**src/rtl/mem_wb_stage.sv**
```systemverilog
// mem_wb_stage: memory-access stage of the 5-stage RISC-V pipeline.
//
// It takes the EX/MEM register contents, resolves the branch decision, and
// runs word loads/stores through a req/ack data-memory port whose latency
// varies. The stage stalls upstream while an access is in flight. An access
// that gets no ack is abandoned after TIMEOUT busy cycles. The stage ends in
// the MEM/WB pipeline register.
//
// Ports:
//   clock, reset                 rising-edge clock, async active-high reset
//   wb_ctl[1:0]                  {regwrite, memtoreg} from EX/MEM
//   branch, zero, add_result     branch resolution inputs
//   memread, memwrite            memory operation controls
//   alu_result, rdata2, rd       address / ALU result, store data, dest reg
//   pcsrc, branch_target         branch outputs (combinational)
//   stall                        hold upstream stages (combinational)
//   mem_req, mem_we, mem_addr,
//   mem_wdata                    registered data-memory request
//   mem_rdata, mem_ack           data-memory response
//   wb_ctlout, read_data,
//   alu_result_out, rd_out       MEM/WB register
//   mem_err                      one-cycle pulse for a faulted operation
module mem_wb_stage #(
  parameter int TIMEOUT = 16,
  parameter int CNT_W   = 5
) (
  input  logic        clock,
  input  logic        reset,
  input  logic [1:0]  wb_ctl,
  input  logic        branch,
  input  logic        memread,
  input  logic        memwrite,
  input  logic [31:0] add_result,
  input  logic        zero,
  input  logic [31:0] alu_result,
  input  logic [31:0] rdata2,
  input  logic [4:0]  rd,
  output logic        pcsrc,
  output logic [31:0] branch_target,
  output logic        stall,
  output logic        mem_req,
  output logic        mem_we,
  output logic [31:0] mem_addr,
  output logic [31:0] mem_wdata,
  input  logic [31:0] mem_rdata,
  input  logic        mem_ack,
  output logic [1:0]  wb_ctlout,
  output logic [31:0] read_data,
  output logic [31:0] alu_result_out,
  output logic [4:0]  rd_out,
  output logic        mem_err
);

  typedef enum logic [1:0] {
    IDLE = 2'd0,
    BUSY = 2'd1,
    DONE = 2'd2
  } state_t;

  state_t             state_r, state_s;
  logic [CNT_W-1:0]   cnt_r, cnt_s;
  logic               mem_req_r, mem_req_s;
  logic               mem_we_r, mem_we_s;
  logic [31:0]        mem_addr_r, mem_addr_s;
  logic [31:0]        mem_wdata_r, mem_wdata_s;
  logic [31:0]        cap_data_r, cap_data_s;
  logic               tout_r, tout_s;
  logic [1:0]         hold_wb_r, hold_wb_s;
  logic [31:0]        hold_alu_r, hold_alu_s;
  logic [4:0]         hold_rd_r, hold_rd_s;
  logic [1:0]         wb_ctlout_r, wb_ctlout_s;
  logic [31:0]        read_data_r, read_data_s;
  logic [31:0]        alu_out_r, alu_out_s;
  logic [4:0]         rd_out_r, rd_out_s;
  logic               mem_err_r, mem_err_s;
  logic               stall_s;

  logic memop_s;
  logic misaligned_s;
  logic illegal_s;
  logic fault_s;

  assign memop_s      = memread | memwrite;
  assign misaligned_s = memop_s & (alu_result[1:0] != 2'b00);
  assign illegal_s    = memread & memwrite;
  assign fault_s      = misaligned_s | illegal_s;

  // A branch sitting behind a stalled memory op must not redirect the PC yet.
  assign pcsrc         = branch & zero & ~stall_s;
  assign branch_target = add_result;
  assign stall         = stall_s;

  assign mem_req        = mem_req_r;
  assign mem_we         = mem_we_r;
  assign mem_addr       = mem_addr_r;
  assign mem_wdata      = mem_wdata_r;
  assign wb_ctlout      = wb_ctlout_r;
  assign read_data      = read_data_r;
  assign alu_result_out = alu_out_r;
  assign rd_out         = rd_out_r;
  assign mem_err        = mem_err_r;

  // Next-state, memory-port and MEM/WB next values; MEM/WB defaults to a bubble
  always_comb begin
    state_s     = state_r;
    cnt_s       = cnt_r;
    mem_req_s   = mem_req_r;
    mem_we_s    = mem_we_r;
    mem_addr_s  = mem_addr_r;
    mem_wdata_s = mem_wdata_r;
    cap_data_s  = cap_data_r;
    tout_s      = tout_r;
    hold_wb_s   = hold_wb_r;
    hold_alu_s  = hold_alu_r;
    hold_rd_s   = hold_rd_r;
    wb_ctlout_s = 2'b00;
    read_data_s = 32'h0000_0000;
    alu_out_s   = 32'h0000_0000;
    rd_out_s    = 5'd0;
    mem_err_s   = 1'b0;
    stall_s     = 1'b0;

    case (state_r)
      IDLE: begin
        if (memop_s && !fault_s) begin
          stall_s     = 1'b1;
          state_s     = BUSY;
          cnt_s       = {CNT_W{1'b0}};
          mem_req_s   = 1'b1;
          mem_we_s    = memwrite;
          mem_addr_s  = alu_result;
          mem_wdata_s = rdata2;
          cap_data_s  = 32'h0000_0000;
          tout_s      = 1'b0;
          // Keep a private copy so completion does not depend on upstream timing.
          hold_wb_s   = wb_ctl;
          hold_alu_s  = alu_result;
          hold_rd_s   = rd;
        end else begin
          // Plain ALU op passes straight through; a faulted op is retired
          // without write-back and flagged.
          wb_ctlout_s = fault_s ? 2'b00 : wb_ctl;
          alu_out_s   = alu_result;
          rd_out_s    = rd;
          mem_err_s   = fault_s;
        end
      end
      BUSY: begin
        stall_s = 1'b1;
        cnt_s   = cnt_r + CNT_W'(1);
        if (mem_ack) begin
          // Stores return no data, whatever the memory puts on the bus.
          cap_data_s = mem_we_r ? 32'h0000_0000 : mem_rdata;
          mem_req_s  = 1'b0;
          tout_s     = 1'b0;
          state_s    = DONE;
        end else if (cnt_r == CNT_W'(TIMEOUT - 1)) begin
          cap_data_s = 32'h0000_0000;
          mem_req_s  = 1'b0;
          tout_s     = 1'b1;
          state_s    = DONE;
        end else begin
          state_s = BUSY;
        end
      end
      DONE: begin
        wb_ctlout_s = tout_r ? 2'b00 : hold_wb_r;
        read_data_s = cap_data_r;
        alu_out_s   = hold_alu_r;
        rd_out_s    = hold_rd_r;
        mem_err_s   = tout_r;
        state_s     = IDLE;
      end
      default: begin
        state_s   = IDLE;
        mem_req_s = 1'b0;
      end
    endcase
  end

  // State, timeout counter, memory-port and MEM/WB registers
  always_ff @(posedge clock or posedge reset) begin
    if (reset) begin
      state_r     <= IDLE;
      cnt_r       <= {CNT_W{1'b0}};
      mem_req_r   <= 1'b0;
      mem_we_r    <= 1'b0;
      mem_addr_r  <= 32'h0000_0000;
      mem_wdata_r <= 32'h0000_0000;
      cap_data_r  <= 32'h0000_0000;
      tout_r      <= 1'b0;
      hold_wb_r   <= 2'b00;
      hold_alu_r  <= 32'h0000_0000;
      hold_rd_r   <= 5'd0;
      wb_ctlout_r <= 2'b00;
      read_data_r <= 32'h0000_0000;
      alu_out_r   <= 32'h0000_0000;
      rd_out_r    <= 5'd0;
      mem_err_r   <= 1'b0;
    end else begin
      state_r     <= state_s;
      cnt_r       <= cnt_s;
      mem_req_r   <= mem_req_s;
      mem_we_r    <= mem_we_s;
      mem_addr_r  <= mem_addr_s;
      mem_wdata_r <= mem_wdata_s;
      cap_data_r  <= cap_data_s;
      tout_r      <= tout_s;
      hold_wb_r   <= hold_wb_s;
      hold_alu_r  <= hold_alu_s;
      hold_rd_r   <= hold_rd_s;
      wb_ctlout_r <= wb_ctlout_s;
      read_data_r <= read_data_s;
      alu_out_r   <= alu_out_s;
      rd_out_r    <= rd_out_s;
      mem_err_r   <= mem_err_s;
    end
  end

endmodule

```
**config.mk**
```make
export PLATFORM = sky130hd
export DESIGN_NAME = mem_wb_stage
export DESIGN_NICKNAME = d
export VERILOG_FILES = /design/src/rtl/mem_wb_stage.sv
export SDC_FILE = /design/constraint.sdc
export NUM_CORES = 1
export LEC_CHECK = 0
export BUFFER_PORTS_ARGS = -buffer_cell sky130_fd_sc_hd__buf_2
export CAP_MARGIN = 20
export CORE_UTILIZATION = 35
export CTS_BUF_LIST = sky130_fd_sc_hd__clkbuf_16
export CTS_CLUSTER_DIAMETER = 100
export DETAILED_ROUTE_END_ITERATION = 8
export PLACE_DENSITY_LB_ADDON = 0.25
export SLEW_MARGIN = 40
export SYNTH_ARGS = -nofsm -noshare
export SYNTH_HDL_FRONTEND = slang
export SYNTH_SLANG_ARGS = --single-unit
```
**constraint.sdc**
```tcl
create_clock -name clock -period 14.5 [get_ports clock]
set_clock_uncertainty 0.2 [all_clocks]
set_input_delay 1.45 -clock clock [delete_from_list [all_inputs] [get_ports clock]]
set_output_delay 1.45 -clock clock [all_outputs]
set_load 0.02 [all_outputs]
```
Word-level counts from Yosys, hierarchy flattened

Index checks and enable logic that the tools add are counted.
W data, S select, Z words.

Flip-flop bits (word level): 185
Output and inout port bits: 172
Logic and storage cells: 70

$add $sub $neg: 1
Eq/ne operators: 5
Multiplexer cells: 32
Bitwise gates (word level): 8
Reductions and logical operators: 9

Operators by type and width:

| kind                  | number |
|---|---|
| $mux W32              | 6 |
| $pmux W32 S2          | 2 |
| $pmux W5 S2           | 2 |
| $mux W2               | 6 |
| $mux W5               | 2 |
| $mux W1               | 8 |
| $pmux W2 S2           | 2 |
| $pmux W1 S2           | 3 |
| $reduce_and A3 Y1     | 2 |
| $add A5 B1 Y5 const B | 1 |
| $eq A5 B4 Y1 const B  | 1 |
| $and A1 B1 Y1         | 4 |
| $reduce_and A2 Y1     | 2 |
| $reduce_bool A2 Y1    | 2 |
| $ne A3 B3 Y1 const B  | 1 |
| $pmux W1 S3           | 1 |
| $eq A2 B1 Y1 const B  | 1 |
| $eq A2 B2 Y1 const B  | 1 |
| $logic_not A2 Y1      | 1 |
| $ne A2 B2 Y1 const B  | 1 |
| $not A1 Y1            | 2 |
| $or A1 B1 Y1          | 2 |
| $logic_and A1 B1 Y1   | 1 |
| $logic_not A1 Y1      | 1 |

Logic depth before layout (Yosys ltp)

Depth in word-level cells: 9
Depth in mapped cells: 7
Depth with buffers taken out: 6

Worst setup path before layout

OpenSTA, ideal clock, no wires.

Path type: input to output
Start point: in memwrite
End point: out pcsrc
Arrival time: 2,587 ps
Slack: 10,263 ps
Cell stages on the path: 5
Path buffers: 2
Path through: xor2_2 and3_4 buf_12 buf_6 nor3_1

Cells in the longest elaborated chain, start to end: 9

RTL lines:

| what                  | line | text |
|---|---|---|
| start, declared       | 32   | `input logic memwrite,` |
| $or A1 B1 Y1          | 83   | `assign memop_s = memread \| memwrite;` |
| $and A1 B1 Y1         | 84   | `assign misaligned_s = memop_s & (alu_result[1:0] != 2'b00);` |
| $or A1 B1 Y1          | 86   | `assign fault_s = misaligned_s \| illegal_s;` |
| $logic_not A1 Y1      | 125  | `if (memop_s && !fault_s) begin` |
| $logic_and A1 B1 Y1 * | 125  |  |
| $mux W1 *             | 125  |  |
| $pmux W1 S2 *         | 123  | `case (state_r)` |
| $not A1 Y1 *          | 89   | `assign pcsrc = branch & zero & ~stall_s;` |
| $and A1 B1 Y1 *       | 89   |  |
| end, declared         | 38   | `output logic pcsrc,` |

Every way passes the cells marked *; elsewhere a longest branch is shown, timed or not.

Final worst setup path

Start point: in alu_result[0]
End point: out pcsrc

Cells in the longest elaborated chain, start to end: 9

RTL lines:

| what                | line | text |
|---|---|---|
| start, declared     | 35   | `input logic [31:0] alu_result,` |
| $reduce_bool A2 Y1  | 84   |  |
| $and A1 B1 Y1       | 84   |  |
| $or A1 B1 Y1        | 86   |  |
| $logic_not A1 Y1    | 125  |  |
| $logic_and A1 B1 Y1 | 125  |  |
| $mux W1             | 125  |  |
| $pmux W1 S2         | 123  |  |
| $not A1 Y1          | 89   |  |
| $and A1 B1 Y1       | 89   |  |

No other way between the ends.

==> metrics.cfg <==
[floorplan]
ioPinCount = 314
core_area_sq_mm = 0.0202
dieArea_sq_mm = 0.0211
die_w_um = 145
start_util_pct = 35.6
floorplan.rows = 52
dieHeight_um = 145

[route]
drcViolationCount = 0
wire_per_inst_um = 17.2
vias = 4592
wl_mm = 16.7
ant_nets = 0
dr.pass1.iters = 6
drtIter0Drc = 247
vias_per_cell = 4.72

[power_and_ir_drop]
clkPwrFrac_pct = 29.4
p_sw_mw = 0.464
ir_drop_v = 0.0000628
swShare_pct = 30.7
p_comb_share_pct = 24.9
leakagePower_nw = 4.68
power.density_mw_per_mm2 = 168
seqPwrFrac_pct = 45.6
p_int_mw = 1.05

[setup_path]
worstSetupEndpointType = primary output
critical_path.max_fanout = 19
r2r_start = state_r[0]
timing.rr.end = hold_alu_r[24]
reg2regPathDepth = 4
path_class = in2out
crit_arrival_ns = 2.75
critPathRequiredTime_ns = 12.85
cp-start-kind = input pin
r2r_slack_ns = 11.86

[global_route]
antenna_found_initial = 0
grt_pass1_wl_mm = 27.0
grt_max_degree = 68
grt_pass1_vias = 4820
track_usage_pct = 16.4
grt.overflow.total = 0

[clock_network]
cts_made_buffers = 17
cts_setup_buffers = 0
post_cts_resized = 0
clock_latency_ns = 0.41
cts-root-buf = clkbuf_16
ctsHoldBuffers = 0
cts_max_level = 4
clock-sinks = 185
clk_pin_slew_ns = 0.07
clk_path_buf_depth = 2
cts_tree = done

[hold_path]
holdPathStages = 2
min_from = mem_req
hp-class = reg2reg
hold_end = mem_req

[run_status]
status = complete, no violations

[sta]
slew_headroom_pct = 52.0
fmax_ghz = 0.227
hold_viol_final = 0
final.setup.tns_ns = 0
rsz0062_at_grt = no
setup_viol = 0
slew_violations = 0
worst_pin_slew_ns = 0.720
timing.final.crit_share_pct = 30.3
fin_crit_ns = 4.40

[layout]
final_area_sq_mm = 0.00898
final_common_cell = buf_2
seqCellArea_sq_mm = 0.00463
fillerInstances = 1888
diodes = 0
multi_input_area_sq_mm = 0.00211
layout-drive-gt1-share_pct = 50.9
final_nets = 835
area_delta_synth_final_pct = 25.1
final_cell_mix = 249 x buf_2, 185 x dfrtp_1, 67 x a22o_1

[logic_synthesis]
syn_area_sq_mm = 0.00718
ys.warnings.count = 0
ys_seq_elements = 185
yosysSeqAreaShare_pct = 64.5
syn_inst = 474
syn_nets = 618
post_synth_num_cell_types = 34
synth_area_per_cell_sq_um = 15.1

[placed_design]
place.gp.congestion = 0.737
place_area_sq_mm = 0.00842
io_buffer_count = 249
hpwl_mm = 11.6

[job]
cap_viol_max_count = 0

kinds of logic (layout without fill, tap and decap cells):
logic type	Yosys count	in the layout	synth area share [%]
compound gates	83	83	9.69
xor+xnor	2	2	0.349
flops	185	185	64.5
buf+inv	62	291	6.47
simple gates	68	68	5.32
mux	72	72	13.3
fa+ha+maj	2	2	0.348
stage by stage:
step	utilization (%)	power [mW]	setup slack, ns	hold WS (ns)	instances
after floorplan	-	0.953	7.82	0.254	474
after global placement	41.6	1.06	10.08	0.265	940
after detailed placement	41.8	1.08	10.05	0.266	942
after CTS	44.5	1.53	10.05	0.285	973
after global routing	44.5	1.59	10.01	0.298	973
final	44.5	1.51	10.10	0.281	973
registers in the layout, summed over array words and instances (netlist names):
signal,flops
mem_wdata,32
read_data,32
mem_err,1
mem_req,1
cnt_r,5
rd_out,5
tout_r,1
hold_wb_r,2
wb_ctlout,2
hold_alu_r,32
mem_we,1
hold_rd_r,5
state_r,2
alu_result_out,32
cap_data_r,32
power groups by stage:
stage	Sequential, mW	Clock, mW	Combinational (mW)
3_3_place_gp	0.692	0	0.371
5_1_grt	0.705	0.484	0.404
6_report	0.690	0.445	0.377
4_1_cts	0.691	0.460	0.382
3_5_place_dp	0.699	0	0.382
2_1_floorplan	0.783	0	0.170
Yosys cell counts:
master | number | share of area, %
dfrtp_1 | 185 | 64
a22o_1 | 67 | 8.2
mux2_4 | 40 | 8.4
and2_1 | 35 | 3.0
buf_4 | 34 | 3.6
mux2_2 | 27 | 4.2
buf_2 | 12 | 0.84
nand2_1 | 11 | 0.58
nor2_1 | 9 | 0.47
clkbuf_1 | 7 | 0.37
buf_12 | 5 | 1.4
o21ai_0 | 5 | 0.35
nor2b_1 | 4 | 0.35
a32oi_1 | 3 | 0.37
inv_1 | 3 | 0.16
mux2_1 | 3 | 0.47
o22ai_1 | 3 | 0.26
ha_1 | 2 | 0.35
mux2i_1 | 2 | 0.28
nand3_1 | 2 | 0.14
nor3_1 | 2 | 0.14
a21boi_2 | 1 | 0.16
a21oi_1 | 1 | 0.070
and3_1 | 1 | 0.087
and3_4 | 1 | 0.16
buf_6 | 1 | 0.16
nand2b_1 | 1 | 0.087
nor3b_2 | 1 | 0.17
o21a_1 | 1 | 0.10
o21bai_1 | 1 | 0.10
o31ai_1 | 1 | 0.10
or2_2 | 1 | 0.087
xor2_1 | 1 | 0.12
xor2_2 | 1 | 0.23
per-layer routing:
layer | vias up | part of all wire [%] | track usage (%)
li1 | 2056 | - | -
met1 | 2363 | 42 | 19.9
met2 | 142 | 51 | 27.9
met3 | 31 | 5.5 | 4.87
met4 | 0 | 1.6 | 5.00
met5 | - | 0 | 0
critical path, cell delays in order:
cell and delay [ns]:
buf_2 0.10, nor2_1 0.46, and3_4 0.46, nor3_1 0.09, buf_2 0.18
cell type report:
class | instances | area share [%]
clock buffer | 17 | 4.73
inverter | 3 | 0.181
tap | 270 | 3.76
sequential | 185 | 51.5
multi-input combinational | 227 | 23.5
timing repair buffer | 257 | 14.8
clock inverter | 14 | 1.48
worst max path at each step:
stage,from,end,slack [ns],depth (start not counted)
detailed placement,alu_result[0],pcsrc,10.05,5
floorplan,reset,alu_result_out[0],7.82,1
global placement,alu_result[0],pcsrc,10.08,5
CTS,alu_result[0],pcsrc,10.05,5
global route,alu_result[0],stall,10.01,5
finish,alu_result[0],pcsrc,10.10,5
Note: power is estimated with default switching activity, not from simulation.
